`config.mk`:
```
export PLATFORM = sky130hd
export DESIGN_NAME = cpu_ctrl_unit
export DESIGN_NICKNAME = d
export VERILOG_FILES = /design/src/rtl/cpu_ctrl_pkg.sv /design/src/rtl/cpu_ctrl_unit_ir_decode.sv /design/src/rtl/cpu_ctrl_unit.sv
export SDC_FILE = /design/constraint.sdc
export NUM_CORES = 1
export LEC_CHECK = 0
export ABC_AREA = 1
export CORE_ASPECT_RATIO = 0.9
export CORE_MARGIN = 2
export CORE_UTILIZATION = 45
export DETAILED_ROUTE_END_ITERATION = 12
export PLACE_DENSITY = 0.72
export RECOVER_POWER = 25
export SLEW_MARGIN = 20
export SYNTH_ARGS = -nofsm -noshare
export SYNTH_HDL_FRONTEND = slang
export SYNTH_HIERARCHICAL = 1
export SYNTH_SLANG_ARGS = --single-unit
export TNS_END_PERCENT = 30
```
`constraint.sdc`:
```
create_clock -name clk -period 4.8 [get_ports clk]
set_input_delay 0.48 -clock clk [delete_from_list [all_inputs] [get_ports clk]]
set_output_delay 0.48 -clock clk [all_outputs]
set_load 0.1 [all_outputs]
```
`src/rtl/cpu_ctrl_pkg.sv`:
```
// Shared definitions for the accumulator-machine control unit.
// Contents: state encoding, opcodes, IR bit positions, decode classes,
// the one-hot op strobe bundle, and default timing parameters.
package cpu_ctrl_pkg;

    localparam int MEM_LAT_DEF    = 2;
    localparam int EX_TIMEOUT_DEF = 15;
    localparam int CNT_W_DEF      = 16;

    typedef enum logic [2:0] {
        S_IDLE    = 3'd0,
        S_FETCH   = 3'd1,
        S_WAIT_IR = 3'd2,
        S_DECODE  = 3'd3,
        S_INDIR   = 3'd4,
        S_WAIT_EA = 3'd5,
        S_EXEC    = 3'd6,
        S_HALT    = 3'd7
    } state_e;

    localparam logic [2:0] OP_ADD  = 3'd0;
    localparam logic [2:0] OP_LDA  = 3'd1;
    localparam logic [2:0] OP_STA  = 3'd2;
    localparam logic [2:0] OP_BUN  = 3'd3;
    localparam logic [2:0] OP_ISZ  = 3'd4;
    localparam logic [2:0] OP_RREF = 3'd7;

    localparam int IR_I   = 15;
    localparam int IR_CLA = 11;
    localparam int IR_CLE = 10;
    localparam int IR_CMA = 9;
    localparam int IR_CIR = 7;
    localparam int IR_CIL = 6;
    localparam int IR_INC = 5;
    localparam int IR_HLT = 0;

    typedef enum logic [2:0] {
        C_NOP = 3'd0,
        C_MEM = 3'd1,
        C_REG = 3'd2,
        C_LDI = 3'd3,
        C_HLT = 3'd4
    } cls_e;

    typedef struct packed {
        logic clr_ac;
        logic clr_e;
        logic comp_ac;
        logic load_ac;
        logic cir_r;
        logic cir_l;
        logic inc_ac;
        logic add;
        logic load;
        logic store;
        logic branch;
        logic isz;
    } ops_t;

endpackage

```
`src/rtl/cpu_ctrl_unit_ir_decode.sv`:
```
// Combinational IR decoder: instruction class plus one-hot op strobes.
// Ports: i_ir (16-bit instruction) -> o_cls (class), o_ops (op strobes).
module cpu_ir_decode
    import cpu_ctrl_pkg::*;
(
    input  logic [15:0] i_ir,
    output cls_e        o_cls,
    output ops_t        o_ops
);

    // IR[8] and IR[4:1] carry no register-reference meaning.
    logic unused_bits;
    assign unused_bits = ^{i_ir[8], i_ir[4:1]};

    always_comb begin
        o_cls = C_NOP;
        o_ops = '0;
        case (i_ir[14:12])
            OP_ADD: begin o_cls = C_MEM; o_ops.add    = 1'b1; end
            OP_LDA: begin o_cls = C_MEM; o_ops.load   = 1'b1; end
            OP_STA: begin o_cls = C_MEM; o_ops.store  = 1'b1; end
            OP_BUN: begin o_cls = C_MEM; o_ops.branch = 1'b1; end
            OP_ISZ: begin o_cls = C_MEM; o_ops.isz    = 1'b1; end
            OP_RREF: begin
                if (i_ir[IR_I]) begin
                    o_cls         = C_LDI;
                    o_ops.load_ac = 1'b1;
                end else begin
                    o_cls = C_REG;
                    // HLT wins outright; otherwise highest set bit only.
                    priority case (1'b1)
                        i_ir[IR_HLT]: o_cls         = C_HLT;
                        i_ir[IR_CLA]: o_ops.clr_ac  = 1'b1;
                        i_ir[IR_CLE]: o_ops.clr_e   = 1'b1;
                        i_ir[IR_CMA]: o_ops.comp_ac = 1'b1;
                        i_ir[IR_CIR]: o_ops.cir_r   = 1'b1;
                        i_ir[IR_CIL]: o_ops.cir_l   = 1'b1;
                        i_ir[IR_INC]: o_ops.inc_ac  = 1'b1;
                        default:      o_cls         = C_NOP;
                    endcase
                end
            end
            default: ;
        endcase
    end

endmodule

```
`src/rtl/cpu_ctrl_unit.sv`:
```
// Control sequencer: fetch / decode / indirect / execute with timeout.
// Ports: clk, i_clr_reg (async reset), i_start, i_ir, i_ex_done in;
// phase strobes, op strobes, o_halted, o_err, o_state, o_retired out.
module cpu_ctrl_unit
    import cpu_ctrl_pkg::*;
#(
    parameter int MEM_LAT    = MEM_LAT_DEF,
    parameter int EX_TIMEOUT = EX_TIMEOUT_DEF,
    parameter int CNT_W      = CNT_W_DEF
) (
    input  logic             clk,
    input  logic             i_clr_reg,
    input  logic             i_start,
    input  logic [15:0]      i_ir,
    input  logic             i_ex_done,
    output logic             o_clr_reg,
    output logic             o_fetch,
    output logic             o_execute,
    output logic             o_is_ind,
    output logic             o_is_dir,
    output logic             o_clr_ac,
    output logic             o_clr_e,
    output logic             o_comp_ac,
    output logic             o_load_ac,
    output logic             o_cir_r,
    output logic             o_cir_l,
    output logic             o_inc_ac,
    output logic             o_add,
    output logic             o_load,
    output logic             o_store,
    output logic             o_branch,
    output logic             o_isz,
    output logic             o_halted,
    output logic             o_err,
    output logic [2:0]       o_state,
    output logic [CNT_W-1:0] o_retired
);

    localparam logic [3:0]       LAT_M1  = 4'(MEM_LAT - 1);
    localparam logic [3:0]       TMO_M1  = 4'(EX_TIMEOUT - 1);
    localparam logic [CNT_W-1:0] RET_ONE = CNT_W'(1);

    state_e           state_q, state_d;
    logic [15:0]      ir_q, ir_d;
    logic [3:0]       wcnt_q, wcnt_d;
    logic [3:0]       tcnt_q, tcnt_d;
    logic [CNT_W-1:0] ret_q, ret_d;
    logic             err_q, err_d;
    ops_t             ops_q, ops_d;
    logic             clr_q, clr_d;
    logic             fetch_q, fetch_d;
    logic             exe_q, exe_d;
    logic             ind_q, ind_d;
    logic             dir_q, dir_d;
    logic             halt_q, halt_d;
    cls_e             dec_cls;
    ops_t             dec_ops;

    // The op register captures IR in DECODE; decoding the next value
    // lets the registered strobes line up with the EXEC state.
    assign ir_d = (state_q == S_DECODE) ? i_ir : ir_q;

    cpu_ir_decode u_dec (
        .i_ir  (ir_d),
        .o_cls (dec_cls),
        .o_ops (dec_ops)
    );

    always_comb begin
        state_d = state_q;
        wcnt_d  = wcnt_q;
        tcnt_d  = tcnt_q;
        ret_d   = ret_q;
        err_d   = err_q;
        clr_d   = 1'b0;
        case (state_q)
            S_IDLE, S_HALT: begin
                if (i_start) begin
                    clr_d   = 1'b1;
                    ret_d   = '0;
                    err_d   = 1'b0;
                    state_d = S_FETCH;
                end
            end
            S_FETCH: begin
                wcnt_d  = '0;
                state_d = S_WAIT_IR;
            end
            S_WAIT_IR: begin
                if (wcnt_q == LAT_M1) state_d = S_DECODE;
                else                  wcnt_d  = wcnt_q + 4'd1;
            end
            S_DECODE: begin
                tcnt_d = '0;
                case (dec_cls)
                    C_MEM:        state_d = ir_d[IR_I] ? S_INDIR : S_EXEC;
                    C_REG, C_LDI: state_d = S_EXEC;
                    C_HLT: begin
                        ret_d   = ret_q + RET_ONE;
                        state_d = S_HALT;
                    end
                    default: begin
                        ret_d   = ret_q + RET_ONE;
                        state_d = S_FETCH;
                    end
                endcase
            end
            S_INDIR: begin
                wcnt_d  = '0;
                state_d = S_WAIT_EA;
            end
            S_WAIT_EA: begin
                if (wcnt_q == LAT_M1) state_d = S_EXEC;
                else                  wcnt_d  = wcnt_q + 4'd1;
            end
            S_EXEC: begin
                // tcnt_q == 0 marks the first cycle, where done is stale.
                if (i_ex_done && (tcnt_q != 4'd0)) begin
                    ret_d   = ret_q + RET_ONE;
                    state_d = S_FETCH;
                end else if (tcnt_q == TMO_M1) begin
                    err_d   = 1'b1;
                    state_d = S_HALT;
                end else begin
                    tcnt_d = tcnt_q + 4'd1;
                end
            end
            default: state_d = S_IDLE;
        endcase

        exe_d   = (state_d == S_EXEC);
        fetch_d = (state_d == S_FETCH);
        ind_d   = (state_d == S_INDIR);
        halt_d  = (state_d == S_HALT);
        dir_d   = exe_d && (dec_cls == C_MEM);
        ops_d   = exe_d ? dec_ops : '0;
    end

    always_ff @(posedge clk or posedge i_clr_reg) begin
        if (i_clr_reg) begin
            state_q <= S_IDLE;
            ir_q    <= '0;
            wcnt_q  <= '0;
            tcnt_q  <= '0;
            ret_q   <= '0;
            err_q   <= 1'b0;
            ops_q   <= '0;
            clr_q   <= 1'b0;
            fetch_q <= 1'b0;
            exe_q   <= 1'b0;
            ind_q   <= 1'b0;
            dir_q   <= 1'b0;
            halt_q  <= 1'b0;
        end else begin
            state_q <= state_d;
            ir_q    <= ir_d;
            wcnt_q  <= wcnt_d;
            tcnt_q  <= tcnt_d;
            ret_q   <= ret_d;
            err_q   <= err_d;
            ops_q   <= ops_d;
            clr_q   <= clr_d;
            fetch_q <= fetch_d;
            exe_q   <= exe_d;
            ind_q   <= ind_d;
            dir_q   <= dir_d;
            halt_q  <= halt_d;
        end
    end

    assign o_clr_reg = clr_q;
    assign o_fetch   = fetch_q;
    assign o_execute = exe_q;
    assign o_is_ind  = ind_q;
    assign o_is_dir  = dir_q;
    assign o_clr_ac  = ops_q.clr_ac;
    assign o_clr_e   = ops_q.clr_e;
    assign o_comp_ac = ops_q.comp_ac;
    assign o_load_ac = ops_q.load_ac;
    assign o_cir_r   = ops_q.cir_r;
    assign o_cir_l   = ops_q.cir_l;
    assign o_inc_ac  = ops_q.inc_ac;
    assign o_add     = ops_q.add;
    assign o_load    = ops_q.load;
    assign o_store   = ops_q.store;
    assign o_branch  = ops_q.branch;
    assign o_isz     = ops_q.isz;
    assign o_halted  = halt_q;
    assign o_err     = err_q;
    assign o_state   = state_q;
    assign o_retired = ret_q;

endmodule
```
==> impl_results.md <==
- Drt total wl: between 6000 and 7000 um
- Setup Skew: about 0.0076 ns
- Vias: about 2700
- Die W: 93.7 um
- Met2 Use GR: between 30% and 40%
- Die area: about 7900 um^2
- FILL cells: around 670
- I/O pins: 58
- Critical path class: in -> async
- Cell family with most CP delay: buffers and inverters
- DR WL/cell: ~12 um
- Reg2reg start: o_state[1]
- Status: finished with violations
- Power per cell area: between 600 and 700 nW/um^2
- CP Launch Type: primary input
- Gpl congestion: roughly 0.9
- Data arrival, critical path: between 3 and 4 ns
- Clk Latency, worst-skew pair: between 0.3 and 0.4 ns
- Antenna diodes: 0
- DR DRC count: 0
- Max stage delay cell, worst path: clkbuf_1
- Worst Reg-to-Reg Cells: 15
- Ys Warns: 6
- Max FFs per register: 16
- Remaining Overflow, GRT: 0
- Routed Antenna Nets: 0
- Crit path buf inv count: 3
- Fin util: ~57%
- Final instance area: around 4000 um^2
- Worst Hold Class: reg -> reg
- Crit path to: ir_q[0]
- Critical Path Fanout Max: 57
- Reg-to-Reg End: o_retired[9]
- Root buf cell: clkbuf_8
- Met1 global-route usage: between 20% and 30%
- Initial drt markers: 117
- GR Util met3: about 4.7%
- Failing checks: max-capacitance violations, max-slew violations
- Inserted Clock Buffers: 9
- Post-Syn Area per Cell: 7.98 um^2
- Multi-input logic area: between 1500 and 2000 um^2
- Clk buf depth: 2
- Cell depth of the worst setup path: 3
- Most Crowded Layer GR: met2
- CTS tree: yes
- First-pass GRT wire length: 12000 um
- Final Max Tran Viols: 58
- Final hold vios: 0
- Hold-fix buffers, CTS: 0
- Worst Path Required: between 4 and 5 ns
- Vias in the first global route: 2746
- Crit-path cells: dlygate4sd3_1 -> clkinv_1 -> clkbuf_1
- R2R Setup Slk: 1.59 ns
- PostCTS Resize Cnt: 0
- Setup Fix Bufs, Post-CTS: 0
- Core ar.: 7040 um^2
- RSZ-0062 raised after global routing: no
- Row count: 29
- CTS sink cnt: 57
- Final setup viols: 0
- F_max: between 200 and 300 MHz
- Measured slew at the worst slew-check pin: between 3 and 4 ns
- P_leak: 0.00179 uW
- Max-cap violation count: 1
- Pwr Total: ~2400 uW
- Period utilisation layout: between 70% and 80%
- Fin crit period: roughly 3.4 ns
- Register area: between 1000 and 1500 um^2
- Critical Path Sink Type: async pin
- H-tree levels: 3
- Largest net degree at the start of global routing: 58
- Number of vias per cell: 4.89
- CP startpoint: i_clr_reg
- Antenna violations before repair: 0
- Area after DPL: between 3000 and 4000 um^2
- Post-Syn Nets: ~430
- Port Buf Inserts: 52
- Total Neg Setup Slack: 0 ns
- Layout cells sized above 1: approximately an eighth
- Nets: 488
- Reg clk slew, reported paths: 0.06 ns
- Worst ir drop on vdd: around 0.33 mV
- Initial Util: around 46%
- Gr usage total: a little under a fifth
- HPWL Detailed: ~4800 um
- Area grow syn2layout: 22.2%
- Pre-Repair DR Iteration Count: 4
- Slew headroom: -100%
- Synthesized instance count: between 400 and 500
- Slowest stage delay, CP: between 2 and 2.5 ns
- Post-Syn Area: 3260 um^2
- Chip height: approximately 85 um
-- placed cells by master, fill, tap and decap left out, drive strengths merged, types with 6 or more instances in the layout --
| cell | n |
|---|---|
| nand2 | 118 |
| nor2 | 66 |
| dfrtp | 57 |
| inv | 55 |
| clkdlybuf4s50 | 51 |
| nand3 | 35 |
| o21ai | 18 |
| clkbuf | 12 |
| nor3 | 11 |
| xor2 | 9 |
| nand4 | 7 |
| ha | 6 |
-- how the worst min path moves through the flow --
stage | startpoint | endpoint | slack (ns) | depth (start not counted)
2_1_floorplan | ir_q[5] | ir_q[5] | 0.46 | 2
3_3_place_gp | ir_q[5] | ir_q[5] | 0.48 | 2
3_5_place_dp | ir_q[7] | ir_q[7] | 0.49 | 2
4_1_cts | ir_q[7] | ir_q[7] | 0.51 | 2
5_1_grt | ir_q[7] | ir_q[7] | 0.52 | 2
6_report | ir_q[7] | ir_q[7] | 0.51 | 2
-- worst register-to-register path, cell delays in order (launching register included) --
cell,delay (ns)
dfrtp_1,0.63
nand2_4,0.13
nor2_4,0.30
nand2_1,0.10
nand2_1,0.24
nand3_2,0.17
nor3_1,0.16
inv_1,0.10
o21ai_0,0.10
inv_1,0.06
nand2_1,0.07
nand2_1,0.09
nor3_4,0.53
inv_4,0.21
nand2_1,0.13
o21ai_2,0.05
-- metrics by stage --
stage / hold WS [ns] / std cells / worst slack (ns)
4_1_cts: 0.505 / 559 / 1.62
3_3_place_gp: 0.485 / 544 / 1.67
3_5_place_dp: 0.491 / 544 / 1.66
6_report: 0.506 / 559 / 1.36
5_1_grt: 0.523 / 559 / 0.643
2_1_floorplan: 0.457 / 408 / 1.49
-- area by class of cell --
type / count / share of cell area [%]
clock buffer: 11 / 3.30
clock inverter: 4 / 1.13
inverter: 56 / 5.47
multi-input combinational: 285 / 38.1
sequential: 57 / 35.8
tap: 93 / 2.92
timing repair buffer: 53 / 13.2
-- routing by layer --
layer,up-vias,part of all wire (%)
met5,-,0
met4,0,0.80
met3,5,4.0
met2,63,50
met1,1284,45
li1,1380,-
-- power breakdown --
part	internal, uW	leakage, uW	total, uW	switching [uW]
sequential	586	0.000763	685	99.1
combinational	330	0.000930	1340	1000
clock	234	0.0000929	415	181
total	1150	0.00179	2440	1280
No activity file was read; power rests on OpenSTA's default activity.
